### src/rtl/spi_keyboard_responder_pkg.sv
// Constants shared by the keyboard-side SPI responder and the bus controller.
// A byte value of 0x00 always means "no key event".
package spi_keyboard_responder_pkg;

    localparam logic [7:0] KEY_NO_EVENT      = 8'h00;
    localparam int         SPI_MODE          = 0;
    localparam int         MIN_HALF_BIT_CLKS = 4;

    function automatic logic is_key_event(input logic [7:0] key_byte);
        return key_byte != KEY_NO_EVENT;
    endfunction

endpackage

### src/rtl/key_event_fifo.sv
// Synchronous byte FIFO for key events. The head is read combinationally, so a
// pushed byte becomes visible one cycle after the push edge.
module key_event_fifo #(
    parameter int DEPTH = 8
) (
    input  logic                     clk,
    input  logic                     srst,
    input  logic                     push,
    input  logic                     pop,
    input  logic [7:0]               din,
    output logic [7:0]               head,
    output logic                     empty,
    output logic                     full,
    output logic                     ready,
    output logic [$clog2(DEPTH):0]   count
);
    localparam int AW = $clog2(DEPTH);
    localparam int CW = AW + 1;

    logic [7:0]    mem_reg [DEPTH];
    logic [AW-1:0] wr_ptr_reg;
    logic [AW-1:0] rd_ptr_reg;
    logic [CW-1:0] count_reg;
    logic [CW-1:0] count_next;
    logic          ready_reg;
    logic          push_ok;
    logic          pop_ok;

    assign empty = (count_reg == '0);
    assign full  = (count_reg == CW'(DEPTH));

    // A push into a full FIFO is still accepted when the head leaves in the same cycle.
    assign push_ok = push && (!full || pop);
    assign pop_ok  = pop && !empty;

    always_comb begin
        count_next = count_reg;
        if (push_ok && !pop_ok)
            count_next = count_reg + 1'b1;
        else if (pop_ok && !push_ok)
            count_next = count_reg - 1'b1;
    end

    always_ff @(posedge clk) begin
        if (push_ok)
            mem_reg[wr_ptr_reg] <= din;
    end

    always_ff @(posedge clk) begin
        if (srst) begin
            wr_ptr_reg <= '0;
            rd_ptr_reg <= '0;
            count_reg  <= '0;
            ready_reg  <= 1'b1;
        end else begin
            if (push_ok)
                wr_ptr_reg <= wr_ptr_reg + 1'b1;
            if (pop_ok)
                rd_ptr_reg <= rd_ptr_reg + 1'b1;
            count_reg <= count_next;
            ready_reg <= (count_next != CW'(DEPTH));
        end
    end

    assign head  = mem_reg[rd_ptr_reg];
    assign ready = ready_reg;
    assign count = count_reg;

endmodule

### src/rtl/spi_keyboard_responder.sv
// SPI mode-0 slave on the keyboard chip select: streams buffered key events out
// on MISO (0x00 when none pending) and reports each received MOSI byte.
module spi_keyboard_responder
    import spi_keyboard_responder_pkg::*;
#(
    parameter int         FIFO_DEPTH = 8,
    parameter logic [7:0] IDLE_BYTE  = KEY_NO_EVENT
) (
    input  logic                          i_Clk,
    input  logic                          i_Reset,
    input  logic                          i_SPI_Clk,
    input  logic                          i_SPI_MOSI,
    input  logic                          i_SPI_CS_n,
    output logic                          o_SPI_MISO,
    input  logic [7:0]                    i_Key_Byte,
    input  logic                          i_Key_Valid,
    output logic                          o_Key_Ready,
    output logic [7:0]                    o_RX_Byte,
    output logic                          o_RX_DV,
    output logic [$clog2(FIFO_DEPTH):0]   o_Count,
    output logic                          o_Overflow
);
    localparam logic [0:0] ST_IDLE   = 1'b0;
    localparam logic [0:0] ST_ACTIVE = 1'b1;

    logic [2:0] sclk_sync_reg;
    logic [2:0] cs_sync_reg;
    logic [1:0] mosi_sync_reg;

    logic [0:0] state_reg;
    logic [7:0] tx_reg;
    logic [7:0] rx_shift_reg;
    logic [2:0] bit_cnt_reg;
    logic       loaded_reg;
    logic       reload_reg;
    logic       miso_reg;
    logic [7:0] rx_byte_reg;
    logic       rx_dv_reg;
    logic       overflow_reg;

    logic       sclk_rise, sclk_fall, cs_fall, cs_rise;
    logic [7:0] rx_next;
    logic [7:0] fifo_head;
    logic [7:0] load_byte;
    logic       fifo_empty, fifo_full, fifo_pop, push_req, byte_done;

    // CS_n resets high so leaving reset never looks like a chip-select fall.
    always_ff @(posedge i_Clk) begin
        if (i_Reset) begin
            sclk_sync_reg <= 3'b000;
            cs_sync_reg   <= 3'b111;
            mosi_sync_reg <= 2'b00;
        end else begin
            sclk_sync_reg <= {sclk_sync_reg[1:0], i_SPI_Clk};
            cs_sync_reg   <= {cs_sync_reg[1:0], i_SPI_CS_n};
            mosi_sync_reg <= {mosi_sync_reg[0], i_SPI_MOSI};
        end
    end

    assign sclk_rise = sclk_sync_reg[1] & ~sclk_sync_reg[2];
    assign sclk_fall = ~sclk_sync_reg[1] & sclk_sync_reg[2];
    assign cs_fall   = ~cs_sync_reg[1] & cs_sync_reg[2];
    assign cs_rise   = cs_sync_reg[1] & ~cs_sync_reg[2];
    assign rx_next   = {rx_shift_reg[6:0], mosi_sync_reg[1]};

    assign load_byte = fifo_empty ? IDLE_BYTE : fifo_head;
    assign push_req  = i_Key_Valid && is_key_event(i_Key_Byte);
    assign byte_done = (state_reg == ST_ACTIVE) && !cs_rise && sclk_rise && (bit_cnt_reg == 3'd7);
    // Only a byte that really came from the FIFO may pop it.
    assign fifo_pop  = byte_done && loaded_reg;

    key_event_fifo #(.DEPTH(FIFO_DEPTH)) u_fifo (
        .clk   (i_Clk),
        .srst  (i_Reset),
        .push  (push_req),
        .pop   (fifo_pop),
        .din   (i_Key_Byte),
        .head  (fifo_head),
        .empty (fifo_empty),
        .full  (fifo_full),
        .ready (o_Key_Ready),
        .count (o_Count)
    );

    always_ff @(posedge i_Clk) begin
        if (i_Reset)
            overflow_reg <= 1'b0;
        else if (push_req && fifo_full && !fifo_pop)
            overflow_reg <= 1'b1;
    end

    always_ff @(posedge i_Clk) begin
        if (i_Reset) begin
            state_reg    <= ST_IDLE;
            tx_reg       <= '0;
            rx_shift_reg <= '0;
            bit_cnt_reg  <= '0;
            loaded_reg   <= 1'b0;
            reload_reg   <= 1'b0;
            miso_reg     <= 1'b0;
            rx_byte_reg  <= '0;
            rx_dv_reg    <= 1'b0;
        end else begin
            rx_dv_reg <= 1'b0;
            case (state_reg)
                ST_IDLE: begin
                    miso_reg <= 1'b0;
                    if (cs_fall) begin
                        state_reg   <= ST_ACTIVE;
                        tx_reg      <= load_byte;
                        miso_reg    <= load_byte[7];
                        loaded_reg  <= !fifo_empty;
                        bit_cnt_reg <= '0;
                        reload_reg  <= 1'b0;
                    end
                end
                default: begin
                    if (cs_rise) begin
                        // Partial bytes are dropped: no strobe, no pop.
                        state_reg   <= ST_IDLE;
                        miso_reg    <= 1'b0;
                        bit_cnt_reg <= '0;
                        reload_reg  <= 1'b0;
                        loaded_reg  <= 1'b0;
                    end else if (sclk_rise) begin
                        rx_shift_reg <= rx_next;
                        bit_cnt_reg  <= bit_cnt_reg + 1'b1;
                        if (bit_cnt_reg == 3'd7) begin
                            rx_byte_reg <= rx_next;
                            rx_dv_reg   <= 1'b1;
                            reload_reg  <= 1'b1;
                            loaded_reg  <= 1'b0;
                        end
                    end else if (sclk_fall) begin
                        if (reload_reg) begin
                            tx_reg     <= load_byte;
                            miso_reg   <= load_byte[7];
                            loaded_reg <= !fifo_empty;
                            reload_reg <= 1'b0;
                        end else if (bit_cnt_reg != 3'd0) begin
                            tx_reg   <= {tx_reg[6:0], 1'b0};
                            miso_reg <= tx_reg[6];
                        end
                    end
                end
            endcase
        end
    end

    assign o_SPI_MISO = miso_reg;
    assign o_RX_Byte  = rx_byte_reg;
    assign o_RX_DV    = rx_dv_reg;
    assign o_Overflow = overflow_reg;

endmodule

### config.mk
export PLATFORM = sky130hd
export DESIGN_NAME = spi_keyboard_responder
export DESIGN_NICKNAME = d
export VERILOG_FILES = /design/src/rtl/spi_keyboard_responder_pkg.sv /design/src/rtl/key_event_fifo.sv /design/src/rtl/spi_keyboard_responder.sv
export SDC_FILE = /design/constraint.sdc
export NUM_CORES = 1
export LEC_CHECK = 0
export BUFFER_PORTS_ARGS = -buffer_cell sky130_fd_sc_hd__buf_4
export CORE_MARGIN = 4
export CORE_UTILIZATION = 54
export CTS_CLUSTER_DIAMETER = 150
export CTS_CLUSTER_SIZE = 12
export DETAILED_ROUTE_END_ITERATION = 12
export PLACE_DENSITY_LB_ADDON = 0.2
export SYNTH_ARGS = -nofsm -noshare
export SYNTH_HDL_FRONTEND = slang
export SYNTH_SLANG_ARGS = --single-unit
### constraint.sdc
create_clock -name i_Clk -period 2.7 [get_ports i_Clk]
set_input_delay 0.27 -clock i_Clk [delete_from_list [all_inputs] [get_ports i_Clk]]
set_output_delay 0.27 -clock i_Clk [all_outputs]
set_load 0.03 [all_outputs]
==> impl_metrics.toml <==
[pwr]
p_int_mw = 3.710
swShare = 0.2047
ir_drop_v = 0.0005328
power_mw = 4.665
p_clk_frac = 0.524
seqPwrFrac = 0.421
p_switching_mw = 0.9547
comb_power_share = 0.055
powerDensity_nw_per_um2 = 811.9
power_leakage_nw = 2.119

[setup_path]
worstPathRequired_ps = 3070
r2r_end = "u_fifo.ready"
worst-setup-path-type = "reg -> reg"
end_kind = "flip-flop"
cp.arrival_ps = 2850
startpoint = "bit_cnt_reg[0]"
timing.rr.start = "bit_cnt_reg[0]"
cp_max_fo = 5
r2r_slack_ps = 220
cp-endpoint = "u_fifo.ready"
rr_worst_depth = 9
cp-start-kind = "flip-flop"

[logic_synthesis]
synth_top_area_frac = 0.4140
synth-edff-count = 64
synth_area_leaders = "edfxtp_1 41%, dfxtp_1 23%, mux4_2 7.8%, mux2i_1 3.7%, nor2_1 3.6%"
yosys.cell_count.top_type = "edfxtp_1"
syn_nets = 370
synth_ff_type = "edfxtp_1"
yosysWarnings = 0
synth_top_area_cell = "edfxtp_1"
synthArstFlopShare = 0
syn_area_um2 = 4642
ys_seq_area_frac = 0.6426
synth_area_per_cell_um2 = 13.34
ys_ff_latch = 117
yosysUniqueCellTypes = 41
synth_cells = 348
synth_common_cells = "64 x edfxtp_1, 53 x dfxtp_1, 44 x nor2_1"

[sta]
fin_crit_sh = 0.9172
maxSlewViolCount = 0
slew_headroom = 0.5135
whs_ps = 31.71
fmax_mhz = 403.8
finalWorstPathRequiredPeriod_ps = 2476
setup_tns_ps = 0
rsz0062_at_grt = "no"
fin_ws_ps = 223.5
clock_skew_ps = 9.209
finalSetupViolCount = 0
finalHoldViolCount = 0
tightest_slew_ps = 728.7

[global_route]
grt_pass1_wl_um = 14170
grt_use_met2 = 0.2835
met1_usage = 0.2644
antenna_found_initial = 0
met3_usage = 0.04567
grt_pass1_vias = 2731
overflow = 0
busiest_layer = "met2"
grt_max_degree = 52
grt.total_usage = 0.1882

[clocking]
clock_sinks = 117
clkTransAtPathRegs_ps = 60
h-tree-depth = 4
cts_inserted_buffers = 17
clock_latency_ps = 500
cts_tree = "built"
clock_path_buffers = 2
post_cts_buffers = 0
root_buffer = "clkbuf_8"

[floorplanning]
start_util = 0.5593
fp.dieArea_um2 = 10140
core_um2 = 8299
ioPinCount = 30
die_w_um = 100.7
placementRows = 33
die_y_um = 100.7

[route]
drc = 0
num_vias = 2850
vias_per_cell = 5.523
drt_first_iter_violations = 212
drtPass1Iterations = 4
ant_nets = 0
wire_per_inst_um = 17.14
drt_wl_total_um = 8842

[cells_and_area]
syn2layout_area_growth_pct = 23.77
drive_gt1_frac = 0.2457
fin_util = 0.6923
diodes = 0
design_area_um2 = 5746
largest_reg_flops = 64
fin_nets = 421
final_cells = 516

[place]
dpl.hpwl_um = 5365
dp.cells = 477
portBuffers = 29
place.gp.congestion = 0.7951
place_area_um2 = 5007
place_ws_ps = 135.1

[status]
status = "finished clean"

[flow_run]
max_cap_violations = 0

[min_path]
min_path_type = "in -> reg"
[area by class of cell]
| class | count | area, um2 |
|---|---|---|
| Inverter | 6 | 22.52 |
| Tap cell | 105 | 131.4 |
| Clock inverter | 14 | 232.7 |
| Clock buffer | 17 | 414.1 |
| Multi-Input combinational cell | 209 | 1582 |
| Timing Repair Buffer | 48 | 380.4 |
| Sequential cell | 117 | 2983 |
| Fill cell | 563 | 2554 |
[worst max-delay path, cell delays in order, from the launching register on]
cell	delay [ps]
dfxtp_1	370
ha_1	160
ha_1	190
and4b_1	290
nand3_1	200
a31oi_4	280
buf_4	180
a22o_1	130
a22oi_1	80
or4_1	460
[cell families (layout without fill, tap and decap cells)]
| logic type | count (synthesis) | in the layout | share of synthesized area |
|---|---|---|---|
| adder cells (fa/ha/maj) | 8 | 8 | 0.02156 |
| flip-flops | 117 | 117 | 0.6426 |
| AO/OA/AOI/OAI | 37 | 37 | 0.05391 |
| AND/OR/NAND/NOR | 123 | 123 | 0.1318 |
| XOR/XNOR | 7 | 7 | 0.01321 |
| multiplexers | 34 | 34 | 0.1167 |
| buffers and inverters | 22 | 85 | 0.02021 |
[how the worst min path moves through the flow]
stage	start	endpoint	slack, ps	cells past startpoint
after global routing	i_Key_Byte[1]	u_fifo.mem_reg[6][1]	8	1
after global placement	cs_sync_reg[0]	cs_sync_reg[1]	400	1
after detailed placement	cs_sync_reg[0]	cs_sync_reg[1]	400	1
after CTS	i_Key_Byte[1]	u_fifo.mem_reg[7][1]	10	1
final	i_Key_Byte[1]	u_fifo.mem_reg[1][1]	30	1
after floorplan	i_Key_Byte[0]	u_fifo.mem_reg[0][0]	370	0
[power by group through the flow]
stage | clock network (mW) | registers, mW | logic, mW
2_1_floorplan | 0 | 2.00 | 0.151
3_3_place_gp | 0 | 1.99 | 0.236
3_5_place_dp | 0 | 2.00 | 0.241
4_1_cts | 2.46 | 1.96 | 0.255
5_1_grt | 2.56 | 1.97 | 0.282
6_report | 2.45 | 1.96 | 0.257
[cell usage in the layout (no fill, tap or decap), types with 2 or more instances in the layout]
| cell type | synthesis | routed |
|---|---|---|
| nor3b_1 | 4 | 3 |
| o21ai_0 | 3 | 3 |
| buf_4 | 0 | 40 |
| bufinv_16 | 0 | 6 |
| clkinv_1 | 0 | 2 |
| nor2_1 | 44 | 44 |
| nor3_1 | 9 | 9 |
| or2_2 | 5 | 5 |
| mux4_2 | 16 | 16 |
| nand3_1 | 7 | 7 |
| clkbuf_16 | 0 | 16 |
| clkinvlp_4 | 0 | 3 |
| a22oi_1 | 3 | 3 |
| inv_1 | 6 | 6 |
| xnor2_1 | 5 | 5 |
| ha_1 | 8 | 8 |
| xor2_1 | 2 | 2 |
| a211oi_1 | 7 | 7 |
| a31oi_1 | 2 | 2 |
| nor2b_1 | 10 | 10 |
| dlygate4sd3_1 | 0 | 8 |
| a21oi_1 | 16 | 16 |
| nand2_1 | 25 | 25 |
| dfxtp_1 | 53 | 53 |
| or4_4 | 2 | 2 |
| and3b_2 | 0 | 2 |
| edfxtp_1 | 64 | 64 |
| nand2b_1 | 6 | 6 |
| mux2i_1 | 17 | 17 |
| nand4_1 | 3 | 3 |
[metal layers]
layer | up-vias | part of all wire
li1 | 1378 | -
met5 | - | 0
met2 | 81 | 0.49
met3 | 7 | 0.058
met1 | 1384 | 0.45
met4 | 0 | 0.0071
[what timing repair did]
action | CTS | global route
endpoints found under the setup margin | 0 | 25
gates resized for setup | 0 | 3
hold buffers | 8 | 0
hold endpoints to repair | 33 | 0
No activity file was read; power rests on OpenSTA's default activity.
